==> src/rtl/result_streamer.sv <==
// Drains an n x n result matrix row-major as a strobe/ack word stream.
// A running XOR checksum of the accepted words is kept for the current pass.
module result_streamer #(
  parameter int n     = 4,
  parameter int n_len = $clog2(n)
) (
  input  logic             clk,
  input  logic             rst,
  input  logic             start,
  input  logic             mul_done,
  output logic [n_len-1:0] rd_i,
  output logic [n_len-1:0] rd_j,
  input  logic [31:0]      rd_data,
  output logic [31:0]      out_data,
  output logic [n_len-1:0] out_i,
  output logic [n_len-1:0] out_j,
  output logic             out_stb,
  input  logic             out_ack,
  output logic             out_last,
  output logic             busy,
  output logic             finished,
  output logic [31:0]      checksum
);

  localparam logic [n_len-1:0] LAST_IDX = n_len'(n - 1);
  localparam logic [n_len-1:0] IDX_ONE  = n_len'(1);

  typedef enum logic [1:0] {
    IDLE,
    WAIT_DONE,
    ISSUE,
    PRESENT
  } state_t;

  state_t state, state_next;
  logic   at_last;

  // Comparing against n-1 (not all-ones) keeps non-power-of-two sizes wrapping correctly.
  assign at_last = (rd_i == LAST_IDX) && (rd_j == LAST_IDX);

  always_ff @(posedge clk or posedge rst) begin
    if (rst) begin
      state <= IDLE;
      busy  <= 1'b0;
    end else begin
      state <= state_next;
      busy  <= (state_next != IDLE);
    end
  end

  always_comb begin
    state_next = state;
    case (state)
      IDLE:      if (start)    state_next = WAIT_DONE;
      WAIT_DONE: if (mul_done) state_next = ISSUE;
      ISSUE:                   state_next = PRESENT;
      PRESENT: begin
        if (out_ack) state_next = at_last ? IDLE : ISSUE;
      end
      default:                 state_next = IDLE;
    endcase
  end

  // Read address, output word register and pass bookkeeping.
  always_ff @(posedge clk or posedge rst) begin
    if (rst) begin
      rd_i     <= '0;
      rd_j     <= '0;
      out_data <= '0;
      out_i    <= '0;
      out_j    <= '0;
      out_stb  <= 1'b0;
      out_last <= 1'b0;
      finished <= 1'b0;
      checksum <= '0;
    end else begin
      case (state)
        IDLE: begin
          if (start) begin
            rd_i     <= '0;
            rd_j     <= '0;
            checksum <= '0;
            finished <= 1'b0;
          end
        end
        ISSUE: begin
          out_data <= rd_data;
          out_i    <= rd_i;
          out_j    <= rd_j;
          out_stb  <= 1'b1;
          out_last <= at_last;
        end
        PRESENT: begin
          // Output word is frozen here; rd_data is not looked at until the next ISSUE.
          if (out_ack) begin
            out_stb  <= 1'b0;
            out_last <= 1'b0;
            checksum <= checksum ^ out_data;
            if (at_last) begin
              rd_i     <= '0;
              rd_j     <= '0;
              finished <= 1'b1;
            end else if (rd_j == LAST_IDX) begin
              rd_j <= '0;
              rd_i <= rd_i + IDX_ONE;
            end else begin
              rd_j <= rd_j + IDX_ONE;
            end
          end
        end
        default: ;
      endcase
    end
  end

endmodule

==> config.mk <==
export PLATFORM = sky130hd
export DESIGN_NAME = result_streamer
export DESIGN_NICKNAME = d
export VERILOG_FILES = /design/src/rtl/result_streamer.sv
export SDC_FILE = /design/constraint.sdc
export NUM_CORES = 1
export LEC_CHECK = 0
export BUFFER_PORTS_ARGS = -buffer_cell sky130_fd_sc_hd__clkbuf_2
export CAP_MARGIN = 20
export CORE_ASPECT_RATIO = 0.6
export CORE_UTILIZATION = 40
export DETAILED_ROUTE_END_ITERATION = 8
export MAX_ROUTING_LAYER = met4
export PLACE_DENSITY = 0.66
export RECOVER_POWER = 100
export SETUP_SLACK_MARGIN = 0.05
export SYNTH_ARGS = -nofsm -noshare
export SYNTH_HDL_FRONTEND = slang
export SYNTH_SLANG_ARGS = --single-unit
==> constraint.sdc <==
create_clock -name clk -period 8.5 [get_ports clk]
set_input_delay 2.125 -clock clk [delete_from_list [all_inputs] [get_ports clk]]
set_output_delay 2.125 -clock clk [all_outputs]
set_load 0.01 [all_outputs]
Word-level counts from Yosys, hierarchy flattened:

Cells that the tools add are included.

* input port bits: 37
* logic and storage cells: 56
* bits in registers: 78
* output and inout port bits: 76

* equal/unequal tests: 9
* bitwise gates (word level): 1
* multiplexer cells: 24
* reductions and logical operators: 9
* add/sub/neg operators: 2

Operators with widths (count)
* 2-to-1 mux 32 bit: 2
* one-hot mux 32 bit (2 select lines): 1
* bitwise XOR 32 bit: 1
* 2-to-1 mux 2 bit: 11
* == test 2 bit, second input constant: 4
* one-hot mux 2 bit (2 select lines): 2
* one-hot mux 2 bit (4 select lines): 1
* AND reduction 4 bit: 2
* != test 2 bit, second input constant: 3
* one-hot mux 1 bit (2 select lines): 3
* nonzero test 2 bit: 3
* adder 2 x 1 -> 2 bit, second input constant: 2
* 2-to-1 mux 1 bit: 4
* != test 3 bit, second input constant: 1
* AND reduction 3 bit: 1
* == test 2 x 1 -> 1 bit, second input constant: 1
* logical NOT 2 bit: 1
* AND reduction 2 bit: 1
* logical AND 1 bit: 1

Logic depth before layout (Yosys ltp):

Gate-level depths: netlist (run 1).

* depth after elaboration: 6
* mapped depth: 6

Least setup slack after synthesis (run 1):

No wires, ideal clock.

* path type: input -> register
* from: input port out_ack
* to: register finished
* buffers on the path: 1
* slack: 5537 ps
* data arrival time: 2842 ps
* stages on the path: 4
* setup time: 121 ps
* data required time: 8379 ps
* cells stage by stage: buf_2 > and3_1 > and3_1 > o22a_1

* word-level cells in the longest chain between the ends: 2

RTL lines
* start: declaration: RTL line 18 `input logic out_ack,`
* != test 2 bit (no source line)
* AND reduction 4 bit (no source line)
* end signal: assignment: RTL line 74 `finished <= 1'b0;`
* end signal: assignment: RTL line 83 `finished <= 1'b0;`
* end signal: assignment: RTL line 102 `finished <= 1'b1;`
* end: declaration: RTL line 21 `output logic finished,`

Every way passes these cells.
A chain may end at the register's enable or synchronous reset.

Final worst setup path (run 1):

* from: input port out_ack
* to: register rd_j[0]

* word-level cells in the longest chain between the ends: 2

RTL lines
* != test 2 bit (no source line)
* AND reduction 3 bit (no source line)
* end signal: assignment: RTL line 107 `rd_j <= rd_j + IDX_ONE;`
* end: declaration: RTL line 12 `output logic [n_len-1:0] rd_j,`

Every way passes these cells.

==> results of run 1 <==
==> state kept, by name, summed over array words and instances (netlist names) <==
name and flops:
busy 1, state 2, finished 1, rd_j 2, out_j 2, rd_i 2, out_i 2, checksum 32
out_last 1, out_data 32, out_stb 1
==> worst max-delay path by stage <==
stage,startpoint,endpoint,cells past startpoint
final,out_ack,rd_j[0],4
after global routing,out_ack,rd_j[0],4
after CTS,out_ack,finished,4
after detailed placement,out_ack,finished,4
after global placement,start,rd_j[0],4
after floorplan,rst,busy,1
==> worst reg2reg max path: stages (launching register included) <==
cell      delay, ps
dfrtp_1         750
nor2b_1         200
clkbuf_1       1570
mux2_2          470
==> Yosys cell counts <==
| master | number |
|---|---|
| nand3_2 | 1 |
| o21a_1 | 1 |
| buf_4 | 4 |
| ha_1 | 3 |
| mux2_4 | 18 |
| dfrtp_1 | 78 |
| o22a_1 | 1 |
| a21o_1 | 1 |
| and3_1 | 2 |
| buf_2 | 13 |
| a32o_1 | 3 |
| inv_1 | 2 |
| xor2_1 | 32 |
| nand2b_1 | 1 |
| nor3b_2 | 1 |
| or3_1 | 1 |
| buf_6 | 4 |
| o21ai_0 | 2 |
| mux2_2 | 18 |
| nor2_1 | 36 |
| a21oi_1 | 6 |
| nor2b_4 | 1 |
| nand2_1 | 2 |
| nand4_1 | 32 |
| nor3_1 | 2 |
==> final cells by class <==
cell class | count | area [um2] | share of cell area, %
inverter | 2 | 8.76 | 0.211
clock buffer | 13 | 270 | 6.51
multi-input combinational | 164 | 1230 | 29.6
timing repair buffer | 116 | 490 | 11.8
clock inverter | 3 | 65.1 | 1.57
sequential | 78 | 1950 | 47.0
tap | 108 | 135 | 3.25
==> power groups by stage <==
stage	clock network (W)	registers, W	logic [W]
after global routing	0.000449	0.000716	0.000576
after global placement	0	0.000696	0.000578
after CTS	0.000431	0.000698	0.000595
after detailed placement	0	0.000703	0.000589
after floorplan	0	0.000738	0.000308
final	0.000420	0.000691	0.000515
==> stage by stage <==
stage               util [%]  instance area, um2  worst slack [ps]  total power [W]  hold slack (ps)
detailed placement      49.7                3990              4990          0.00129              477
global route            51.6                4150              4500          0.00174              505
CTS                     53.8                4330              5350          0.00172              489
global placement        49.7                3990              5030          0.00127              471
finish                  51.6                4150              4630          0.00163              482
floorplan                  -                3400              4380          0.00105              518
==> logic make-up (layout without fill, tap and decap cells) <==
logic type                 count (synthesis)  in the layout  synth area share (%)
muxes                                     36             36                  13.9
AOI/OAI and AO/OA                         14             14                  2.76
DFF                                       78             78                  57.4
buffers and inverters                     23            134                  4.34
xor gates and xnor gates                  32             32                  8.25
adders and majority gates                  3              3                  1.10
and+or+nand+nor                           79             79                  12.2
==> layer usage <==
layer | global-route usage (%) | vias to the layer above
met5 | - | -
met1 | 27.8 | 1192
li1 | - | 1131
met4 | 5.76 | 0
met2 | 25.7 | 93
met3 | 6.29 | 10
==> summary.txt, run 1 <==
Synthesis
  – Area leader, netlist: dfrtp_1
  – Yosys reg bits: 78
  – Avg Inst Size Synth: 12.8 um2
  – Synth top area share: 57.4%
  – YS warnings: 0
  – Area contributors post-synth: dfrtp_1 (57%), xor2_1 (8.2%), mux2_4 (8.0%)
  – Post-synthesis cell type count: 25
  – Syn_nets: 305
  – Netlist Area Pre-Place: 0.00340 mm2
  – Seq/Total Area, Yosys: 57.4%
  – Post-Synthesis Cells: 265

Power
  – Clock Power Share: 25.8%
  – Seq pwr share: 42.5%
  – Maximum vdd drop: 0.123 mV
  – P_leak: 1.80 nW
  – PwrDens: 392 mW/mm2
  – Combinational share of power: 31.7%
  – Pint: 0.00105 W
  – Sw Ratio: 35.7%
  – Psw: 0.000580 W

STA
  – Final period util: 45.6%
  – Total negative setup slack: 0 ps
  – Pins Over Slew Limit: 77
  – Fmax: 258 MHz
  – Final clock skew: 4.37 ps
  – Slew @ Worst Pin: 2170 ps
  – Hold Vio Cnt, Final: 0
  – RSZ-0062 raised after global routing: false
  – Fin crit period: 3870 ps
  – Final setup viols: 0
  – Slew HR: -44.5%

Die
  – Initial core utilization: 42.3%
  – Die height: 73.4 um
  – I/O Pins: 113
  – FP Rows: 25
  – Die ar.: 0.00888 mm2
  – Core footprint: 0.00804 mm2
  – Die Width: 121 um

Clock tree
  – CTS H-tree lvls: 3
  – Post-cts sizing count: 0
  – Sink Count: 78
  – Hold-fix buffers, CTS: 0
  – Clk pin slew, worst setup/hold paths: 50 ps
  – Root Buffer: clkbuf_16
  – Post-CTS Setup Bufs: 0
  – Num CTS Buffers: 9
  – Clk buf depth: 2
  – Clock latency on the worst-skew pair: 330 ps
  – CTS tree: yes

Setup path
  – Worst setup SP type: input port
  – Crit-path max FO: 37
  – R2R setup slack: 5390 ps
  – Crit-path cells: clkbuf_1, nand3_1, or3_1, o21ai_0
  – Slowest Stage Delay on Critical Path: 1200 ps
  – Worst reg2reg path depth: 3
  – Crit path DAT: 4120 ps
  – CP max stage cell: clkbuf_1
  – CP Buf/Inv Count: 1
  – Critical path class: input port to register
  – Worst R2R Start: state[1]
  – CP required: 8750 ps
  – Crit Reg-Reg Endpoint: out_data[13]
  – CP delay by family, top: buffers and inverters
  – Crit path capture type: register

Global route
  – GRT Overall Usage: 19.3%
  – Largest net degree at the start of global routing: 65
  – Congestion Overflow GR: 0
  – Initial antenna violation count: 0
  – Number of global-route vias before repair: 2396
  – First-pass GRT wire length: 12.4 mm

Detailed routing
  – Via count: 2426
  – Length of routed met2 wiring: 3.15 mm
  – Met1 WL: 3.93 mm
  – Final wirelength: 7.62 mm
  – DR DRC count: 0
  – Vias per cell: 5.01
  – Drt pass-1 iters: 5
  – Routed Antenna Nets: 0
  – Routed WL per cell: 15.8 um
  – Top sig layer: met4
  – Initial DRC Count: 106
  – Met3 Wirelength: 476 um

Finish
  – Commonest non-fill, non-tap cell in the layout: clkbuf_1
  – Fillers: 773
  – Most frequent cells in the layout: clkbuf_1 (79), dfrtp_1 (77), nor2_1 (36), clkbuf_2 (35)
  – Area growth syn-to-layout: 22.2%
  – Nets: 411
  – Layout cell share with drive strength beyond 1: 19.9%
  – Antenna diode instance count: 0
  – Cell Count, Final, Fillers Out: 484

Place
  – IO Port Bufs: 112
  – DP Cell Count: 468
  – Gpl congestion: 0.719
  – DP HPWL: 5.03 mm

Outcome
  – Violated checks: capacitance limit, slew limit
  – Status: complete, but fails checks

Hold path
  – WHS Endpoint: out_stb
  – Hold Startpoint: out_stb
  – Hold Crit Class: register to register
  – Hold depth: 1

Run
  – Max cap viols: 2
Power figures use the tool's default switching activity.
==> inputs of run 2 (changes only) <==
--- a/config.mk
+++ b/config.mk
@@ -11,7 +11,7 @@
 export CORE_UTILIZATION = 40
 export DETAILED_ROUTE_END_ITERATION = 8
 export MAX_ROUTING_LAYER = met4
-export PLACE_DENSITY = 0.66
+export PLACE_DENSITY = 0.68
 export RECOVER_POWER = 100
 export SETUP_SLACK_MARGIN = 0.05
 export SYNTH_ARGS = -nofsm -noshare
==> constraint.sdc (replaced) <==
create_clock -name clk -period 3.5 [get_ports clk]
set_input_delay 0.875 -clock clk [delete_from_list [all_inputs] [get_ports clk]]
set_output_delay 0.875 -clock clk [all_outputs]
set_load 0.01 [all_outputs]
==> run 2 against run 1 <==
Compared with the run above:
- the flow still finishes with violations (capacitance limit, slew limit)
- cell count did not move
- die area unchanged
- combinational power increased by 150%
- sequential cell count stayed put
- worst setup slack got worse by 3800 ps
- wire length grew 1.2%
- worst hold slack better by 18 ps
- sequential share of layout area grew 0.53 points
- count of clock-buffer cells in the layout fell by 1
- non-clock buffer count grew 2
- largest cell class unchanged
==> summary.txt, run 2 (synthesis results as in run 1) <==
Clock tree
  – Clk pin slew, worst setup/hold paths: 50 ps (about the same)
  – Sink Count: 78 (unchanged)
  – Clk buf depth: 2 (unchanged)
  – Hold-fix buffers, CTS: 0 (unchanged)
  – CTS tree: yes
  – Num CTS Buffers: 9 (unchanged)
  – Root Buffer: clkbuf_16
  – Post-CTS Setup Bufs: 0 (unchanged)
  – Post-cts sizing count: 0 (unchanged)
  – CTS H-tree lvls: 3 (unchanged)
  – Clock latency on the worst-skew pair: 320 ps (about the same)

Finish
  – Fillers: 776 (+0.39%)
  – Commonest non-fill, non-tap cell in the layout: clkbuf_1
  – Layout cell share with drive strength beyond 1: 19.4% (-0.53 points)
  – Final core utilization: 51.0% (-0.61 points)
  – Antenna diode instance count: 0 (unchanged)
  – Area growth syn-to-layout: 20.7%
  – Nets: 413 (+0.49%)
  – Largest regs: checksum (32), out_data (32)
  – Most frequent cells in the layout: clkbuf_1 (81), dfrtp_1 (78), nor2_1 (36), clkbuf_2 (35)

STA
  – Slew HR: -30.5% (+14 points)
  – Final period util: 75.4%
  – RSZ-0062 raised after global routing: false
  – Fin crit period: 2640 ps
  – Slew @ Worst Pin: 1950 ps (-222 ps)
  – Pins Over Slew Limit: 46 (-40%)
  – Total negative setup slack: 0 ps (unchanged)
  – Final clock skew: 2.63 ps (-1.73 ps)
  – Fmax: 379 MHz
  – Final setup viols: 0 (unchanged)
  – Hold Vio Cnt, Final: 0 (unchanged)

Global route
  – GRT Overall Usage: 19.3% (-0.032 points)
  – First-pass GRT wire length: 12.5 mm (+0.44%)
  – Initial antenna violation count: 0 (unchanged)
  – Largest net degree at the start of global routing: 46 (-29%)
  – Congestion Overflow GR: 0 (unchanged)
  – Number of global-route vias before repair: 2498 (+4.3%)

Detailed routing
  – Initial DRC Count: 131 (+24%)
  – Routed Antenna Nets: 0 (unchanged)
  – Final wirelength: 7.72 mm (+1.2%)
  – Routed WL per cell: 15.9 um (+1.2%)
  – Via count: 2456 (+1.2%)
  – Vias per cell: 5.07 (+1.2%)
  – Drt pass-1 iters: 5 (unchanged)
  – DR DRC count: 0 (unchanged)

Setup path
  – Worst setup SP type: register
  – Critical path class: register to register
  – CP required: 3710 ps (-5040 ps)
  – Worst R2R Start: state[0]
  – Crit path DAT: 2840 ps (-1280 ps)
  – Crit Reg-Reg Endpoint: checksum[21]
  – Crit path capture type: register
  – Crit-path max FO: 24 (-35%)
  – R2R setup slack: 860 ps (-4530 ps)
  – Worst reg2reg path depth: 4 (+1)

Hold path
  – Hold Startpoint: out_stb
  – Hold depth: 1 (unchanged)
  – WHS Endpoint: out_stb
  – Hold Crit Class: register to register

Outcome
  – Status: complete, but fails checks
  – Violated checks: capacitance limit, slew limit

Die
  – Die Width: 121 um (unchanged)
  – Die ar.: 0.00888 mm2 (unchanged)
  – I/O Pins: 113 (unchanged)
  – Initial core utilization: 42.3% (unchanged)
  – FP Rows: 25 (unchanged)
  – Core footprint: 0.00804 mm2 (unchanged)
  – Die height: 73.4 um (unchanged)

Power
  – PwrDens: 914 mW/mm2 (+130%)
  – P_leak: 1.79 nW (-0.88%)
  – Maximum vdd drop: 0.465 mV (+280%)

Place
  – IO Port Bufs: 112 (unchanged)
  – Gpl congestion: 0.800 (+11%)
  – DP HPWL: 5.35 mm (+6.2%)

Run
  – Max cap viols: 1 (-1)
run 2: cell types whose count changed in the layout (fill, tap and decap cells not counted):
| cell | change |
|---|---|
| buf_12 | +1 |
| bufinv_16 | -2 |
| clkbuf_1 | +2 |
| clkbuf_8 | -2 |
| clkinv_2 | +1 |
| dfrtp_1 | +1 |
| dfrtp_2 | -1 |
| nor2b_1 | -1 |
| nor2b_4 | +1 |
run 2: power by group:
group	switching, W	total, W	internal (W)
combinational	0.000726	0.00127	0.000548
clock	0.000320	0.000808	0.000489
sequential	0.000349	0.00167	0.00132
total	0.00139	0.00375	0.00235
run 2: worst max path at each step:
stage	slack [ps]	from	cells past startpoint	to
finish	860	state[0]	4	checksum[21]
global route	630	rst	3	rd_j[0]
CTS	1210	state[0]	4	checksum[21]
floorplan	630	rst	1	busy
global placement	1270	state[0]	4	checksum[28]
detailed placement	1220	state[0]	4	checksum[12]
run 2: per-stage QoR:
| step | power, W | hold slack (ps) | std cells | setup WS, ps | area (um2) |
|---|---|---|---|---|---|
| after floorplan | 0.00254 | 518 | 265 | 630 | 3400 |
| after detailed placement | 0.00316 | 497 | 470 | 1220 | 4020 |
| after global routing | 0.00403 | 512 | 484 | 628 | 4100 |
| after CTS | 0.00399 | 511 | 484 | 1210 | 4280 |
| after global placement | 0.00310 | 462 | 470 | 1270 | 4020 |
| final | 0.00375 | 500 | 484 | 863 | 4100 |
run 2: critical path, cell delays in order (launching register included):
cell and delay (ps):
dfrtp_1 680, clkbuf_1 590, nor3b_4 780, buf_4 370, nor2_1 90
run 2: per-layer routing:
layer	share of wire [%]	track usage, %
met3	6.4	4.97
met5	0	-
met2	44	29.0
met4	0.67	6.31
met1	49	25.7
run 2: layout make-up:
| cell class | count | area, um2 | area share [%] |
|---|---|---|---|
| clock inverter | 2 | 10.0 | 0.244 |
| clock buffer | 12 | 246 | 6.01 |
| timing repair buffer | 118 | 514 | 12.5 |
| multi-input combinational | 164 | 1240 | 30.1 |
| inverter | 2 | 8.76 | 0.213 |
| tap | 108 | 135 | 3.29 |
| sequential | 78 | 1950 | 47.6 |
==> inputs of run 3 (changes only) <==
==> constraint.sdc (replaced) <==
create_clock -name clk -period 2.3 [get_ports clk]
set_input_delay 0.575 -clock clk [delete_from_list [all_inputs] [get_ports clk]]
set_output_delay 0.575 -clock clk [all_outputs]
set_load 0.01 [all_outputs]
==> run 3 against run 2 <==
Compared with the run above:
- the flow now finishes without violations
- worst setup slack lost 330 ps
- total power grew 58%
- final area up 1.5%
- worst hold slack worse by 43 ps
- fmax rose by 49%
- global-route usage down 0.14 points
- critical path depth fell by 1
- critical path type unchanged
- largest power group unchanged
==> summary.txt, run 3 (synthesis results as in run 1) <==
STA
  – Slew HR: 5.21% (+36 points)
  – Pins Over Slew Limit: 0 (-100%)
  – Hold Vio Cnt, Final: 0 (unchanged)
  – Fin crit period: 1770 ps (-871 ps)
  – Slew @ Worst Pin: 1410 ps (-532 ps)
  – Fmax: 566 MHz (+49%)
  – Final clock skew: 5.95 ps (+3.32 ps)
  – Final setup viols: 0 (unchanged)
  – RSZ-0062 raised after global routing: false
  – Hold_ws: 457 ps (-43.2 ps)
  – Final period util: 76.8% (+1.4 points)
  – Total negative setup slack: 0 ps (unchanged)

Power
  – Maximum vdd drop: 0.673 mV (+45%)
  – Post-layout power: 0.00591 W (+58%)
  – P_leak: 1.82 nW (+1.9%)
  – PwrDens: 1420 mW/mm2 (+56%)

Setup path
  – R2R setup slack: 530 ps (-330 ps)
  – Worst reg2reg path depth: 3 (-1)
  – Worst R2R Start: state[0]
  – Slowest Stage Delay on Critical Path: 510 ps (-270 ps)
  – Critical path class: register to register
  – Worst setup path endpoint: out_data[11]
  – Crit-path cells: nor2b_4, clkbuf_2, mux2_2
  – Crit-path max FO: 19 (-21%)
  – CP Buf/Inv Count: 1 (-1)
  – Crit path DAT: 1980 ps (-860 ps)
  – Worst setup SP type: register
  – Cell count along the critical path: 3 (-1)
  – CP max stage cell: clkbuf_2
  – Crit Reg-Reg Endpoint: out_data[11]
  – CP delay by family, top: buffers and inverters
  – Critical Path Start: state[0]
  – Crit path capture type: register
  – CP required: 2510 ps (-1200 ps)

Clock tree
  – CTS tree: yes
  – Post-cts sizing count: 0 (unchanged)
  – Post-CTS Setup Bufs: 0 (unchanged)
  – Sink Count: 78 (unchanged)
  – Clk buf depth: 2 (unchanged)
  – Clk pin slew, worst setup/hold paths: 60 ps (about the same)
  – Clock latency on the worst-skew pair: 330 ps (about the same)
  – Root Buffer: clkbuf_16
  – Hold-fix buffers, CTS: 0 (unchanged)
  – Num CTS Buffers: 9 (unchanged)
  – CTS H-tree lvls: 3 (unchanged)

Global route
  – GRT Overall Usage: 19.2% (-0.14 points)
  – Congestion Overflow GR: 0 (unchanged)
  – Largest net degree at the start of global routing: 43 (-6.5%)
  – First-pass GRT wire length: 12.3 mm (-0.94%)
  – Initial antenna violation count: 0 (unchanged)
  – Number of global-route vias before repair: 2344 (-6.2%)

Finish
  – Final core utilization: 51.8% (+0.76 points)
  – Nets: 417 (+0.97%)
  – Commonest non-fill, non-tap cell in the layout: clkbuf_1
  – Antenna diode instance count: 0 (unchanged)
  – Area growth syn-to-layout: 22.5%
  – Cell Count, Final, Fillers Out: 489 (+1.0%)
  – Most frequent cells in the layout: clkbuf_1 (81), dfrtp_1 (78), clkbuf_2 (37), nor2_1 (36)
  – Fillers: 790 (+1.8%)
  – Layout cell share with drive strength beyond 1: 20.5% (+1.1 points)
  – Largest regs: checksum (32), out_data (32)

Outcome
  – Status: finished clean

Die
  – Core footprint: 0.00804 mm2 (unchanged)
  – FP Rows: 25 (unchanged)
  – Die height: 73.4 um (unchanged)
  – Die ar.: 0.00888 mm2 (unchanged)
  – Die Width: 121 um (unchanged)
  – Initial core utilization: 42.3% (unchanged)
  – I/O Pins: 113 (unchanged)

Place
  – Gpl congestion: 0.713 (-11%)
  – IO Port Bufs: 112 (unchanged)
  – DP HPWL: 5.33 mm (-0.23%)
  – DP Cell Count: 474 (+0.85%)

Detailed routing
  – Drt pass-1 iters: 4 (-1)
  – Met1 WL: 3.90 mm (+4.2%)
  – Met3 Wirelength: 543 um (+9.3%)
  – Length of routed met2 wiring: 3.07 mm (-10%)
  – Routed WL per cell: 15.5 um (-2.8%)
  – Initial DRC Count: 107 (-18%)
  – Routed Antenna Nets: 0 (unchanged)
  – Top sig layer: met4
  – Via count: 2415 (-1.7%)
  – DR DRC count: 0 (unchanged)
  – Vias per cell: 4.94 (-2.7%)
  – Final wirelength: 7.58 mm (-1.8%)

Hold path
  – Hold Crit Class: input port to register

Run
  – Max cap viols: 0 (-1)
==> run 3: cell types whose count changed in the layout (fill, tap and decap cells not counted), sizes merged <==
cell | before | now
clkinv | 2 | 3
buf | 4 | 5
clkbuf | 126 | 127
bufinv | 0 | 2
==> run 3: through the flow <==
step                setup slack [ps]  cell area (um2)
floorplan                        843             3400
global placement                 633             4060
detailed placement               593             4060
CTS                              732             4370
global route                     394             4160
finish                           534             4160
==> run 3: final cells by class <==
type                            instances  area [um2]  share of cell area [%]
Inverter                                2        8.76                   0.210
Tap cell                              108         135                    3.25
Clock inverter                          5        75.1                    1.80
Clock buffer                           10         229                    5.50
Timing Repair Buffer                  122         536                    12.9
Sequential cell                        78        1950                    46.9
Multi-Input combinational cell        164        1230                    29.5
==> run 3: layer usage <==
| layer | track usage [%] | up-vias |
|---|---|---|
| met4 | 5.35 | 0 |
| li1 | - | 1146 |
| met5 | - | - |
| met1 | 28.1 | 1175 |
| met2 | 25.2 | 87 |
| met3 | 5.75 | 7 |
==> run 3: worst min-delay path by stage <==
stage | startpoint | to | slack [ps] | cells past startpoint
final | rd_data[21] | out_data[21] | 460 | 2
after global routing | rd_data[20] | out_data[20] | 460 | 2
after global placement | out_stb | out_stb | 460 | 1
after floorplan | out_stb | out_stb | 520 | 1
after detailed placement | out_stb | out_stb | 470 | 1
after CTS | rst | checksum[17] | 350 | 2
==> run 3: power breakdown <==
group | switching [W] | internal [W]
combinational | 0.00112 | 0.000837
sequential | 0.000503 | 0.00200
clock | 0.000517 | 0.000938
